`src/rtl/object_reporter_pkg.sv`:
```
// Shared widths, table-word field layout and FSM state encoding for the
// object reporter and the labeler that fills its data table.
package object_reporter_pkg;

  localparam int DEF_WORD_SIZE = 8;
  localparam int DEF_LOC_SIZE  = 8;
  localparam int DEF_OBJ_WIDTH = 16;
  localparam int D_WIDTH       = 3 * DEF_OBJ_WIDTH;

  // Table word is {ysum, xsum, area}; field index times OBJ_WIDTH gives the LSB.
  localparam int AREA_FIELD = 0;
  localparam int XSUM_FIELD = 1;
  localparam int YSUM_FIELD = 2;

  typedef enum logic [2:0] {
    S_IDLE  = 3'd0,
    S_ADDR  = 3'd1,
    S_FETCH = 3'd2,
    S_DIV   = 3'd3,
    S_OUT   = 3'd4,
    S_FIN   = 3'd5
  } state_t;

endpackage

```
`src/rtl/object_reporter_if.sv`:
```
// Table read port and record output channel of the object reporter.
interface object_reporter_if
  import object_reporter_pkg::*;
#(
  parameter int WORD_SIZE = DEF_WORD_SIZE,
  parameter int LOC_SIZE  = DEF_LOC_SIZE,
  parameter int OBJ_WIDTH = DEF_OBJ_WIDTH
);

  logic [WORD_SIZE-1:0]   obj_id;
  logic [3*OBJ_WIDTH-1:0] obj_data;

  // Record channel: a record transfers on every rising edge where out_valid and
  // out_ready are both high; while out_valid is high and out_ready low, every
  // out_* field is held unchanged and out_valid stays high.
  logic                   out_valid;
  logic                   out_ready;
  logic [WORD_SIZE-1:0]   out_id;
  logic [OBJ_WIDTH-1:0]   out_area;
  logic [LOC_SIZE-1:0]    out_x;
  logic [LOC_SIZE-1:0]    out_y;

  modport master (
    output obj_id,
    input  obj_data,
    output out_valid,
    input  out_ready,
    output out_id,
    output out_area,
    output out_x,
    output out_y
  );

  modport slave (
    input  obj_id,
    output obj_data,
    input  out_valid,
    output out_ready,
    input  out_id,
    input  out_area,
    input  out_x,
    input  out_y
  );

endinterface

```
`src/rtl/object_reporter_seq_divider.sv`:
```
// Unsigned restoring divider, one quotient bit per cycle; done is high during the
// final iteration so the quotient register is complete on the following cycle.
module seq_divider #(
  parameter int W = 16
) (
  input  logic         clk,
  input  logic         reset,
  input  logic         start,
  input  logic [W-1:0] dividend,
  input  logic [W-1:0] divisor,
  output logic [W-1:0] quotient,
  output logic         done
);

  localparam int CW = $clog2(W + 1);

  logic [W-1:0]  rem_q, rem_d;
  logic [W-1:0]  quo_q, quo_d;
  logic [W-1:0]  dvs_q, dvs_d;
  logic [CW-1:0] cnt_q, cnt_d;
  logic          run_q, run_d;
  logic [W:0]    shifted;
  logic [W:0]    diff;

  always_comb begin
    shifted = {rem_q, quo_q[W-1]};
    diff    = shifted - {1'b0, dvs_q};
    rem_d   = rem_q;
    quo_d   = quo_q;
    dvs_d   = dvs_q;
    cnt_d   = cnt_q;
    run_d   = run_q;
    if (start) begin
      rem_d = '0;
      quo_d = dividend;
      dvs_d = divisor;
      cnt_d = '0;
      run_d = 1'b1;
    end else if (run_q) begin
      // A clear top bit of diff means the trial subtraction did not borrow.
      if (!diff[W]) begin
        rem_d = diff[W-1:0];
        quo_d = {quo_q[W-2:0], 1'b1};
      end else begin
        rem_d = shifted[W-1:0];
        quo_d = {quo_q[W-2:0], 1'b0};
      end
      cnt_d = cnt_q + 1'b1;
      if (cnt_q == CW'(W - 1)) run_d = 1'b0;
    end
  end

  always_ff @(posedge clk) begin
    if (reset) begin
      rem_q <= '0;
      quo_q <= '0;
      dvs_q <= '0;
      cnt_q <= '0;
      run_q <= 1'b0;
    end else begin
      rem_q <= rem_d;
      quo_q <= quo_d;
      dvs_q <= dvs_d;
      cnt_q <= cnt_d;
      run_q <= run_d;
    end
  end

  assign quotient = quo_q;
  assign done     = run_q && (cnt_q == CW'(W - 1));

endmodule

```
`src/rtl/object_reporter.sv`:
```
// Scans the per-label accumulator table at end of frame and emits one
// {id, area, centroid} record per object whose area reaches MIN_AREA.
module object_reporter
  import object_reporter_pkg::*;
#(
  parameter int WORD_SIZE = DEF_WORD_SIZE,
  parameter int LOC_SIZE  = DEF_LOC_SIZE,
  parameter int OBJ_WIDTH = DEF_OBJ_WIDTH,
  parameter int MIN_AREA  = 1
) (
  input  logic                 clk,
  input  logic                 reset,
  input  logic                 start,
  input  logic [WORD_SIZE-1:0] num_labels,
  object_reporter_if.master    bus,
  output logic                 busy,
  output logic                 done,
  output state_t               dbg_state
);

  localparam int AREA_LSB = AREA_FIELD * OBJ_WIDTH;
  localparam int XSUM_LSB = XSUM_FIELD * OBJ_WIDTH;
  localparam int YSUM_LSB = YSUM_FIELD * OBJ_WIDTH;

  state_t               state_q, state_d;
  logic [WORD_SIZE-1:0] id_q, id_d;
  logic [WORD_SIZE-1:0] limit_q, limit_d;
  logic [WORD_SIZE-1:0] out_id_q, out_id_d;
  logic [OBJ_WIDTH-1:0] out_area_q, out_area_d;
  logic                 done_q;

  logic [OBJ_WIDTH-1:0] area;
  logic [OBJ_WIDTH-1:0] xsum;
  logic [OBJ_WIDTH-1:0] ysum;
  logic                 skip;
  logic                 last_id;
  logic                 div_start;
  logic [OBJ_WIDTH-1:0] x_quo;
  logic [OBJ_WIDTH-1:0] y_quo;
  logic                 x_done;
  logic                 y_done;

  assign area    = bus.obj_data[AREA_LSB +: OBJ_WIDTH];
  assign xsum    = bus.obj_data[XSUM_LSB +: OBJ_WIDTH];
  assign ysum    = bus.obj_data[YSUM_LSB +: OBJ_WIDTH];
  assign skip    = (area == '0) || (area < OBJ_WIDTH'(MIN_AREA));
  assign last_id = (id_q == limit_q - 1'b1);

  always_comb begin
    state_d    = state_q;
    id_d       = id_q;
    limit_d    = limit_q;
    out_id_d   = out_id_q;
    out_area_d = out_area_q;
    div_start  = 1'b0;
    case (state_q)
      S_IDLE: begin
        if (start) begin
          limit_d = num_labels;
          id_d    = WORD_SIZE'(1);
          // Label 0 is reserved, so fewer than two labels means an empty table.
          state_d = (num_labels < WORD_SIZE'(2)) ? S_FIN : S_ADDR;
        end
      end
      S_ADDR:  state_d = S_FETCH;
      S_FETCH: begin
        if (skip) begin
          if (last_id) begin
            state_d = S_FIN;
          end else begin
            id_d    = id_q + 1'b1;
            state_d = S_ADDR;
          end
        end else begin
          out_id_d   = id_q;
          out_area_d = area;
          div_start  = 1'b1;
          state_d    = S_DIV;
        end
      end
      S_DIV: begin
        if (x_done && y_done) state_d = S_OUT;
      end
      S_OUT: begin
        if (bus.out_ready) begin
          if (last_id) begin
            state_d = S_FIN;
          end else begin
            id_d    = id_q + 1'b1;
            state_d = S_ADDR;
          end
        end
      end
      S_FIN:   state_d = S_IDLE;
      default: state_d = S_IDLE;
    endcase
  end

  always_ff @(posedge clk) begin
    if (reset) begin
      state_q    <= S_IDLE;
      id_q       <= '0;
      limit_q    <= '0;
      out_id_q   <= '0;
      out_area_q <= '0;
      done_q     <= 1'b0;
    end else begin
      state_q    <= state_d;
      id_q       <= id_d;
      limit_q    <= limit_d;
      out_id_q   <= out_id_d;
      out_area_q <= out_area_d;
      done_q     <= (state_q == S_FIN);
    end
  end

  seq_divider #(.W(OBJ_WIDTH)) u_div_x (
    .clk      (clk),
    .reset    (reset),
    .start    (div_start),
    .dividend (xsum),
    .divisor  (area),
    .quotient (x_quo),
    .done     (x_done)
  );

  seq_divider #(.W(OBJ_WIDTH)) u_div_y (
    .clk      (clk),
    .reset    (reset),
    .start    (div_start),
    .dividend (ysum),
    .divisor  (area),
    .quotient (y_quo),
    .done     (y_done)
  );

  // Quotient registers hold their value while idle, which keeps out_x/out_y
  // stable for the whole OUT stall without extra capture registers.
  logic unused_quo_hi;
  assign unused_quo_hi = ^{x_quo[OBJ_WIDTH-1:LOC_SIZE], y_quo[OBJ_WIDTH-1:LOC_SIZE]};

  assign bus.obj_id    = id_q;
  assign bus.out_valid = (state_q == S_OUT);
  assign bus.out_id    = out_id_q;
  assign bus.out_area  = out_area_q;
  assign bus.out_x     = x_quo[LOC_SIZE-1:0];
  assign bus.out_y     = y_quo[LOC_SIZE-1:0];
  assign busy          = (state_q != S_IDLE);
  assign done          = done_q;
  assign dbg_state     = state_q;

endmodule

```
`src/flat_wrapper.sv`:
```
// flat-port wrapper written by rule: the top's interface ports become plain ports
module object_reporter_flat import object_reporter_pkg::*;
#(
  parameter int WORD_SIZE = DEF_WORD_SIZE,
  parameter int LOC_SIZE  = DEF_LOC_SIZE,
  parameter int OBJ_WIDTH = DEF_OBJ_WIDTH,
  parameter int MIN_AREA  = 1
)
  (clk, reset, start, num_labels, busy, done, dbg_state, bus_obj_id, bus_obj_data, bus_out_valid, bus_out_ready, bus_out_id, bus_out_area, bus_out_x, bus_out_y);
  object_reporter_if #(.WORD_SIZE(WORD_SIZE), .LOC_SIZE(LOC_SIZE), .OBJ_WIDTH(OBJ_WIDTH)) bus_i ();
  input  logic clk;
  input  logic reset;
  input  logic start;
  input  logic [WORD_SIZE-1:0] num_labels;
  output logic busy;
  output logic done;
  output state_t dbg_state;
  output wire logic [$bits(bus_i.obj_id)-1:0] bus_obj_id;
  input wire logic [$bits(bus_i.obj_data)-1:0] bus_obj_data;
  output wire logic [$bits(bus_i.out_valid)-1:0] bus_out_valid;
  input wire logic [$bits(bus_i.out_ready)-1:0] bus_out_ready;
  output wire logic [$bits(bus_i.out_id)-1:0] bus_out_id;
  output wire logic [$bits(bus_i.out_area)-1:0] bus_out_area;
  output wire logic [$bits(bus_i.out_x)-1:0] bus_out_x;
  output wire logic [$bits(bus_i.out_y)-1:0] bus_out_y;
  assign bus_obj_id = bus_i.obj_id;
  assign bus_i.obj_data = bus_obj_data;
  assign bus_out_valid = bus_i.out_valid;
  assign bus_i.out_ready = bus_out_ready;
  assign bus_out_id = bus_i.out_id;
  assign bus_out_area = bus_i.out_area;
  assign bus_out_x = bus_i.out_x;
  assign bus_out_y = bus_i.out_y;
  object_reporter #(.WORD_SIZE(WORD_SIZE), .LOC_SIZE(LOC_SIZE), .OBJ_WIDTH(OBJ_WIDTH), .MIN_AREA(MIN_AREA)) u_core (.clk(clk), .reset(reset), .start(start), .num_labels(num_labels), .bus(bus_i), .busy(busy), .done(done), .dbg_state(dbg_state));
endmodule
```
`config.mk`:
```
export PLATFORM = sky130hd
export DESIGN_NAME = object_reporter_flat
export DESIGN_NICKNAME = d
export VERILOG_FILES = /design/src/rtl/object_reporter_pkg.sv /design/src/rtl/object_reporter_if.sv /design/src/rtl/object_reporter_seq_divider.sv /design/src/rtl/object_reporter.sv /design/src/flat_wrapper.sv
export SDC_FILE = /design/constraint.sdc
export NUM_CORES = 1
export LEC_CHECK = 0
export BUFFER_PORTS_ARGS = -buffer_cell sky130_fd_sc_hd__clkbuf_2
export CAP_MARGIN = 20
export CORE_ASPECT_RATIO = 1.75
export CORE_MARGIN = 8
export CORE_UTILIZATION = 50
export DETAILED_ROUTE_END_ITERATION = 10
export HOLD_SLACK_MARGIN = 0.02
export PLACE_DENSITY_LB_ADDON = 0.05
export SLEW_MARGIN = 20
export SYNTH_ARGS = -nofsm -noshare
export SYNTH_HDL_FRONTEND = slang
export SYNTH_SLANG_ARGS = --single-unit
```
`constraint.sdc`:
```
create_clock -name clk -period 3.3 [get_ports clk]
set_input_delay 0.495 -clock clk [delete_from_list [all_inputs] [get_ports clk]]
set_output_delay 0.495 -clock clk [all_outputs]
set_load 0.01 [all_outputs]
```
==> results of run 1 <==
==> area by class of cell <==
cell class | instances | area share (%)
Clock buffer | 17 | 5.14
Clock inverter | 15 | 3.16
Inverter | 34 | 1.54
Multi-Input combinational cell | 643 | 49.8
Sequential cell | 120 | 29.0
Tap cell | 177 | 2.67
Timing Repair Buffer | 131 | 8.61
==> power by group <==
part / switching, mW / leakage (nW) / total, mW / internal, mW
registers: 0.110 / 0.978 / 1.68 / 1.57
clock network: 0.729 / 0.335 / 2.17 / 1.44
logic: 1.04 / 2.07 / 1.80 / 0.766
==> logic make-up (layout without fill, tap and decap cells) <==
| group | after synthesis | count (layout) | synth area share, % |
|---|---|---|---|
| AOI/OAI and AO/OA | 237 | 237 | 21.1 |
| xor gates and xnor gates | 37 | 37 | 4.63 |
| adders and majority gates | 40 | 40 | 7.37 |
| buffers and inverters | 104 | 197 | 6.80 |
| DFF | 120 | 120 | 34.3 |
| muxes | 42 | 42 | 6.01 |
| and+or+nand+nor | 287 | 287 | 19.7 |
==> metal layers <==
metal / track usage (%) / vias to the layer above / wire, um
li1: - / 3259 / -
met5: 0 / - / 0
met3: 4.78 / 47 / 783
met2: 43.8 / 158 / 11300
met1: 21.4 / 3095 / 7530
met4: 13.0 / 0 / 841
==> worst paths after layout <==
check                                                start                                    end  depth (start not counted)
hold / removal                               num_labels[0]         u_core.limit_q[0]$_SDFFE_PP0P_                          3
hold reg to reg          u_core.bus.out_id[1]$_SDFFE_PP0P_      u_core.bus.out_id[1]$_SDFFE_PP0P_                          2
setup / recovery  u_core.u_div_x.quotient[15]$_SDFFE_PP0P_  u_core.u_div_x.rem_q[15]$_SDFFE_PP0P_                         12
setup reg to reg  u_core.u_div_x.quotient[15]$_SDFFE_PP0P_  u_core.u_div_x.rem_q[15]$_SDFFE_PP0P_                         12
==> metrics by stage <==
| step | total power, mW | hold slack, ns | utilization [%] | std cells |
|---|---|---|---|---|
| 3_5_place_dp | 3.50 | 0.450 | 55.1 | 1105 |
| 2_1_floorplan | 3.03 | 0.450 | - | 867 |
| 5_1_grt | 5.96 | 0.307 | 60.1 | 1137 |
| 3_3_place_gp | 3.46 | 0.441 | 55.1 | 1105 |
| 4_1_cts | 5.69 | 0.307 | 60.1 | 1137 |
| 6_report | 5.65 | 0.316 | 60.1 | 1137 |
==> Yosys cell counts (all sizes together), types with 2 or more instances <==
| library cell | count |
|---|---|
| o211ai | 7 |
| and4 | 3 |
| nand3 | 20 |
| a21oi | 70 |
| nand4b | 3 |
| fa | 2 |
| o21a | 10 |
| xor2 | 13 |
| a31oi | 18 |
| or4 | 6 |
| a211oi | 36 |
| nor4 | 9 |
| xnor2 | 24 |
| o21ai | 58 |
| nand2 | 102 |
| mux2i | 42 |
| nand3b | 8 |
| and3 | 7 |
| buf | 24 |
| clkbuf | 46 |
| or3 | 8 |
| nand2b | 10 |
| dfxtp | 120 |
| o21bai | 2 |
| nor3b | 4 |
| nor2 | 70 |
| o2111ai | 7 |
| ha | 38 |
| o31ai | 4 |
| a21o | 10 |
| and2 | 3 |
| nand4 | 13 |
| nor2b | 5 |
| o311ai | 3 |
| nor3 | 14 |
| inv | 34 |
==> sequential cells by signal (all words and copies together), names as in the netlist, 8 cells and up <==
name,cells
u_core.bus.out_id,8
u_core.u_div_x.quotient,16
u_core.u_div_x.rem_q,16
u_core.u_div_x.dvs_q,16
u_core.bus.obj_id,8
u_core.u_div_y.rem_q,16
u_core.limit_q,8
u_core.u_div_y.quotient,16
==> critical path, cell delays in order, from the launching register on <==
cell and delay, ns:
dfxtp_1 0.35, inv_1 0.06, ha_1 0.21, fa_1 0.41, nand2b_1 0.20, a21oi_2 0.26, o21ai_2 0.13, o21ai_2 0.16
a211o_1 0.20, a21oi_1 0.10, buf_4 0.17, or4b_1 0.51, a31oi_1 0.18
==> qor.yml, run 1 <==
timing:
  rsz0062_at_grt: "no"
  setup_violations: 0
  skew_ns: 0.0203
  post-route-period-util_pct: 90.7
  finalCriticalPeriod_ns: 2.99
  tns_ns: 0
  max_freq_ghz: 0.334
  tightest_slew_ns: 0.667
  hold_violations: 0
  relSlewSlack_pct: 54.4
  setup_slack_ns: 0.308
  slew_viol_final: 0
global_routing:
  grt_pass1_vias: 6692
  grt_antenna_before_repair: 0
  grt_max_degree: 66
  grt_pass1_wl_mm: 32.9
  grt_usage_pct: 22.7
  overflow: 0
clock_network:
  cts.repair.resized: 0
  cts_root_buf: "clkbuf_16"
  insertion_delay_ns: 0.42
  post_cts_buffers: 0
  clockBufferDepth: 2
  clk_pin_slew_worst_paths_ns: 0.06
  htree_levels: 4
  cts_tree: "done"
  cts_sinks: 120
  cts_buffers: 17
  hold_buffers: 0
finish:
  layout_commonest_cell: "dfxtp_1"
  multi_input_area_mm2: 0.00413
  drive_gt1_share_pct: 18.2
  syn2layout_area_growth_pct: 18.4
  num-fill-cells: 1278
  fin_area_mm2: 0.00828
  register_area_mm2: 0.00240
  final_cell_mix: "dfxtp_1 (118), clkbuf_2 (113), nand2_1 (101), nor2_1 (69), a21oi_1 (69)"
  n_antenna_cell: 0
  fin_nets: 1047
setup_path:
  critical_path_class: "reg -> reg"
  r2r_setup_slack_ns: 0.31
  worst_setup_path_end_kind: "register"
  worstPathMaxFanout: 9
  cp.arrival_ns: 3.34
  start_kind: "register"
  cp.required_ns: 3.64
power:
  ir_drop_v: 0.000384
  leakagePower_nw: 3.38
  power_density_mw_per_mm2: 682
route:
  drt_pre_antenna_iters: 4
  vias: 6559
  drc: 0
  wl_mm: 20.4
  ant_nets: 0
  drt_iter0_drc: 296
  via_per_inst: 5.77
  avgRoutedWirePerCell_um: 18.0
yosys:
  async_reset_ff_share_pct: 0
  ys_seq_area_share_pct: 34.3
  ys_ff_latch: 120
  avgSynthCellArea_um2: 8.07
  synthFlopType: "dfxtp_1"
  synth_top_area_share_pct: 34.3
  synthCells: 867
  synth_edf_count: 0
  yosysWarnings: 0
  syn_nets: 967
  synth_area_leader_cell: "dfxtp_1"
  syn_area_mm2: 0.00699
  netlist_top_cells_area: "dfxtp_1 (34%), ha_1 (6.8%), mux2i_1 (6.0%)"
  synth.distinct_cells: 57
floorplanning:
  rows: 57
  die_area_mm2: 0.0182
  core_area_mm2: 0.0138
  io_pins: 114
  die_x_um: 105
  die_h_um: 172
  start_util_pct: 50.8
placed_design:
  place.gp.congestion: 0.885
  numPortBuffers: 113
  dp.final_hpwl_mm: 15.5
  pre_cts_slack_ns: 0.221
  place_area_mm2: 0.00759
status:
  outcome: "finished clean"
flow_run:
  cap_violations: 0
min_path:
  hp-class: "in -> reg"
Power figures use the tool's default switching activity.
==> run 2, diff against run 1 <==
- RECOVER_POWER: unset -> 100
==> run 2 against run 1 <==
Compared with the run above: the flow now finishes with violations (max-capacitance violations, max-slew violations); critical path depth unchanged; core utilization fell by 0.74 points; via count up 0.12%; routed wire length about the same; die area did not move; total power fell by 0.39%; setup slack lost 0.0084 ns; combinational power hardly changed; register-to-register slack about the same; clock-buffer cell count stayed put; cell count stayed put; hold slack worse by 0.0027 ns; highest routed layer unchanged.
==> qor.yml, run 2 (synthesis results as in run 1) <==
global_routing:
  grt_antenna_before_repair: 0  # unchanged
  grt_pass1_vias: 6692  # unchanged
  grt_max_degree: 66  # unchanged
  grt_usage_pct: 22.7  # unchanged
  grt_pass1_wl_mm: 32.9  # unchanged
  overflow: 0  # unchanged
timing:
  skew_ns: 0.0113  # -0.00905 ns
  hold_violations: 0  # unchanged
  tightest_slew_ns: 2.12  # +1.45 ns
  setup_slack_ns: 0.299  # -0.00839 ns
  max_freq_ghz: 0.333  # -0.28%
  slew_viol_final: 47  # +47
  tns_ns: 0  # unchanged
  post-route-period-util_pct: 90.9  # +0.25 points
  setup_violations: 0  # unchanged
  rsz0062_at_grt: "no"
  relSlewSlack_pct: -41.4  # -96 points
  finalCriticalPeriod_ns: 3.00  # +0.00839 ns
status:
  outcome: "complete, but fails checks"
  violations: "max-capacitance violations, max-slew violations"
clock_network:
  post_cts_buffers: 0  # unchanged
  cts_tree: "done"
  clk_pin_slew_worst_paths_ns: 0.06  # about the same
  insertion_delay_ns: 0.42  # about the same
  clockBufferDepth: 2  # unchanged
  htree_levels: 4  # unchanged
  cts_root_buf: "clkbuf_16"
  cts_buffers: 17  # unchanged
  hold_buffers: 0  # unchanged
  cts_sinks: 120  # unchanged
route:
  drt_pre_antenna_iters: 5  # +1
  wl_mm: 20.4  # about the same
  ant_nets: 0  # unchanged
  via_per_inst: 5.78  # +0.12%
  drt_iter0_drc: 307  # +3.7%
  highest_layer: "met4"
  drc: 0  # unchanged
  wl_met1_mm: 7.49  # -0.47%
  avgRoutedWirePerCell_um: 17.9  # about the same
  met3_length_um: 776  # -0.89%
  vias: 6567  # +0.12%
  route.met2.wl_mm: 11.3  # about the same
placed_design:
  place.gp.congestion: 0.885  # unchanged
  dp.final_hpwl_mm: 15.5  # unchanged
  numPortBuffers: 113  # unchanged
  pre_cts_slack_ns: 0.221  # unchanged
floorplanning:
  io_pins: 114  # unchanged
  rows: 57  # unchanged
  start_util_pct: 50.8  # unchanged
  die_area_mm2: 0.0182  # unchanged
  die_x_um: 105  # unchanged
  core_area_mm2: 0.0138  # unchanged
  die_h_um: 172  # unchanged
finish:
  fin_nets: 1047  # unchanged
  drive_gt1_share_pct: 11.7  # -6.6 points
  n_antenna_cell: 0  # unchanged
  layout_commonest_cell: "dfxtp_1"
  multi_input_area_mm2: 0.00411  # -0.27%
  final_cell_mix: "dfxtp_1 (118), nand2_1 (102), nor2_1 (69), a21oi_1 (69), clkbuf_1 (60)"
  register_area_mm2: 0.00240  # unchanged
  num-fill-cells: 1320  # +3.3%
  syn2layout_area_growth_pct: 16.9
power:
  leakagePower_nw: 3.17  # -6.2%
  power_density_mw_per_mm2: 688  # +0.84%
  ir_drop_v: 0.000383  # -0.40%
setup_path:
  cp.arrival_ns: 3.34  # about the same
  worstPathMaxFanout: 9  # unchanged
  worst_setup_path_end_kind: "register"
  cp.required_ns: 3.64  # about the same
  start_kind: "register"
  critical_path_class: "reg -> reg"
flow_run:
  cap_violations: 1  # +1
min_path:
  hp-class: "in -> reg"
==> run 2: power breakdown <==
part	total [mW]	leakage, nW	switching [mW]	internal, mW
Clock	2.17	0.335	0.733	1.44
Sequential	1.68	0.978	0.110	1.57
Combinational	1.78	1.86	1.03	0.744
==> run 2: repair_timing <==
item                       CTS  global route
setup endpoints to repair    0             2
hold endpoints to repair     0             0
resized for setup            0             1
==> run 2: worst max-delay path, stage by stage, from the launching register on <==
cell and delay [ns]:
dfxtp_1 0.35, inv_1 0.06, ha_1 0.21, fa_1 0.41
nand2b_1 0.20, a21oi_2 0.26, o21ai_2 0.13, o21ai_2 0.16
a211o_1 0.20, a21oi_1 0.10, buf_4 0.17, or4b_1 0.51
a31oi_1 0.18
==> run 2: layout make-up <==
class,instances,share of cell area (%)
inverters,34,1.56
multi-input cells,643,50.3
clock buffers,17,5.20
clock inverters,15,3.20
flip-flops and latches,120,29.4
well taps,177,2.71
repair buffers,131,7.62
==> run 2: per-layer routing <==
| metal | up-vias | GRT usage (%) |
|---|---|---|
| li1 | 3259 | - |
| met1 | 3096 | 21.4 |
| met2 | 165 | 43.8 |
| met3 | 47 | 4.78 |
| met4 | 0 | 13.0 |
| met5 | - | 0 |
==> run 2: worst paths after layout <==
check                                      startpoint                               endpoint  slack [ns]  cells after the start
max          u_core.u_div_x.quotient[15]$_SDFFE_PP0P_  u_core.u_div_x.rem_q[15]$_SDFFE_PP0P_        0.30                     12
min                                     num_labels[1]         u_core.limit_q[1]$_SDFFE_PP0P_        0.31                      3
max reg2reg  u_core.u_div_x.quotient[15]$_SDFFE_PP0P_  u_core.u_div_x.rem_q[15]$_SDFFE_PP0P_        0.30                     12
min reg2reg         u_core.bus.out_id[5]$_SDFFE_PP0P_      u_core.bus.out_id[5]$_SDFFE_PP0P_        0.46                      2
==> run 2: metrics by stage <==
stage	power, mW	cell area (um2)	utilization, %	instances	hold slack (ns)
finish	5.63	8180	59.4	1137	0.313
global placement	3.46	7590	55.1	1105	0.441
detailed placement	3.50	7590	55.1	1105	0.450
global route	5.94	8180	59.4	1137	0.307
floorplan	3.03	6990	-	867	0.450
CTS	5.69	8280	60.1	1137	0.307
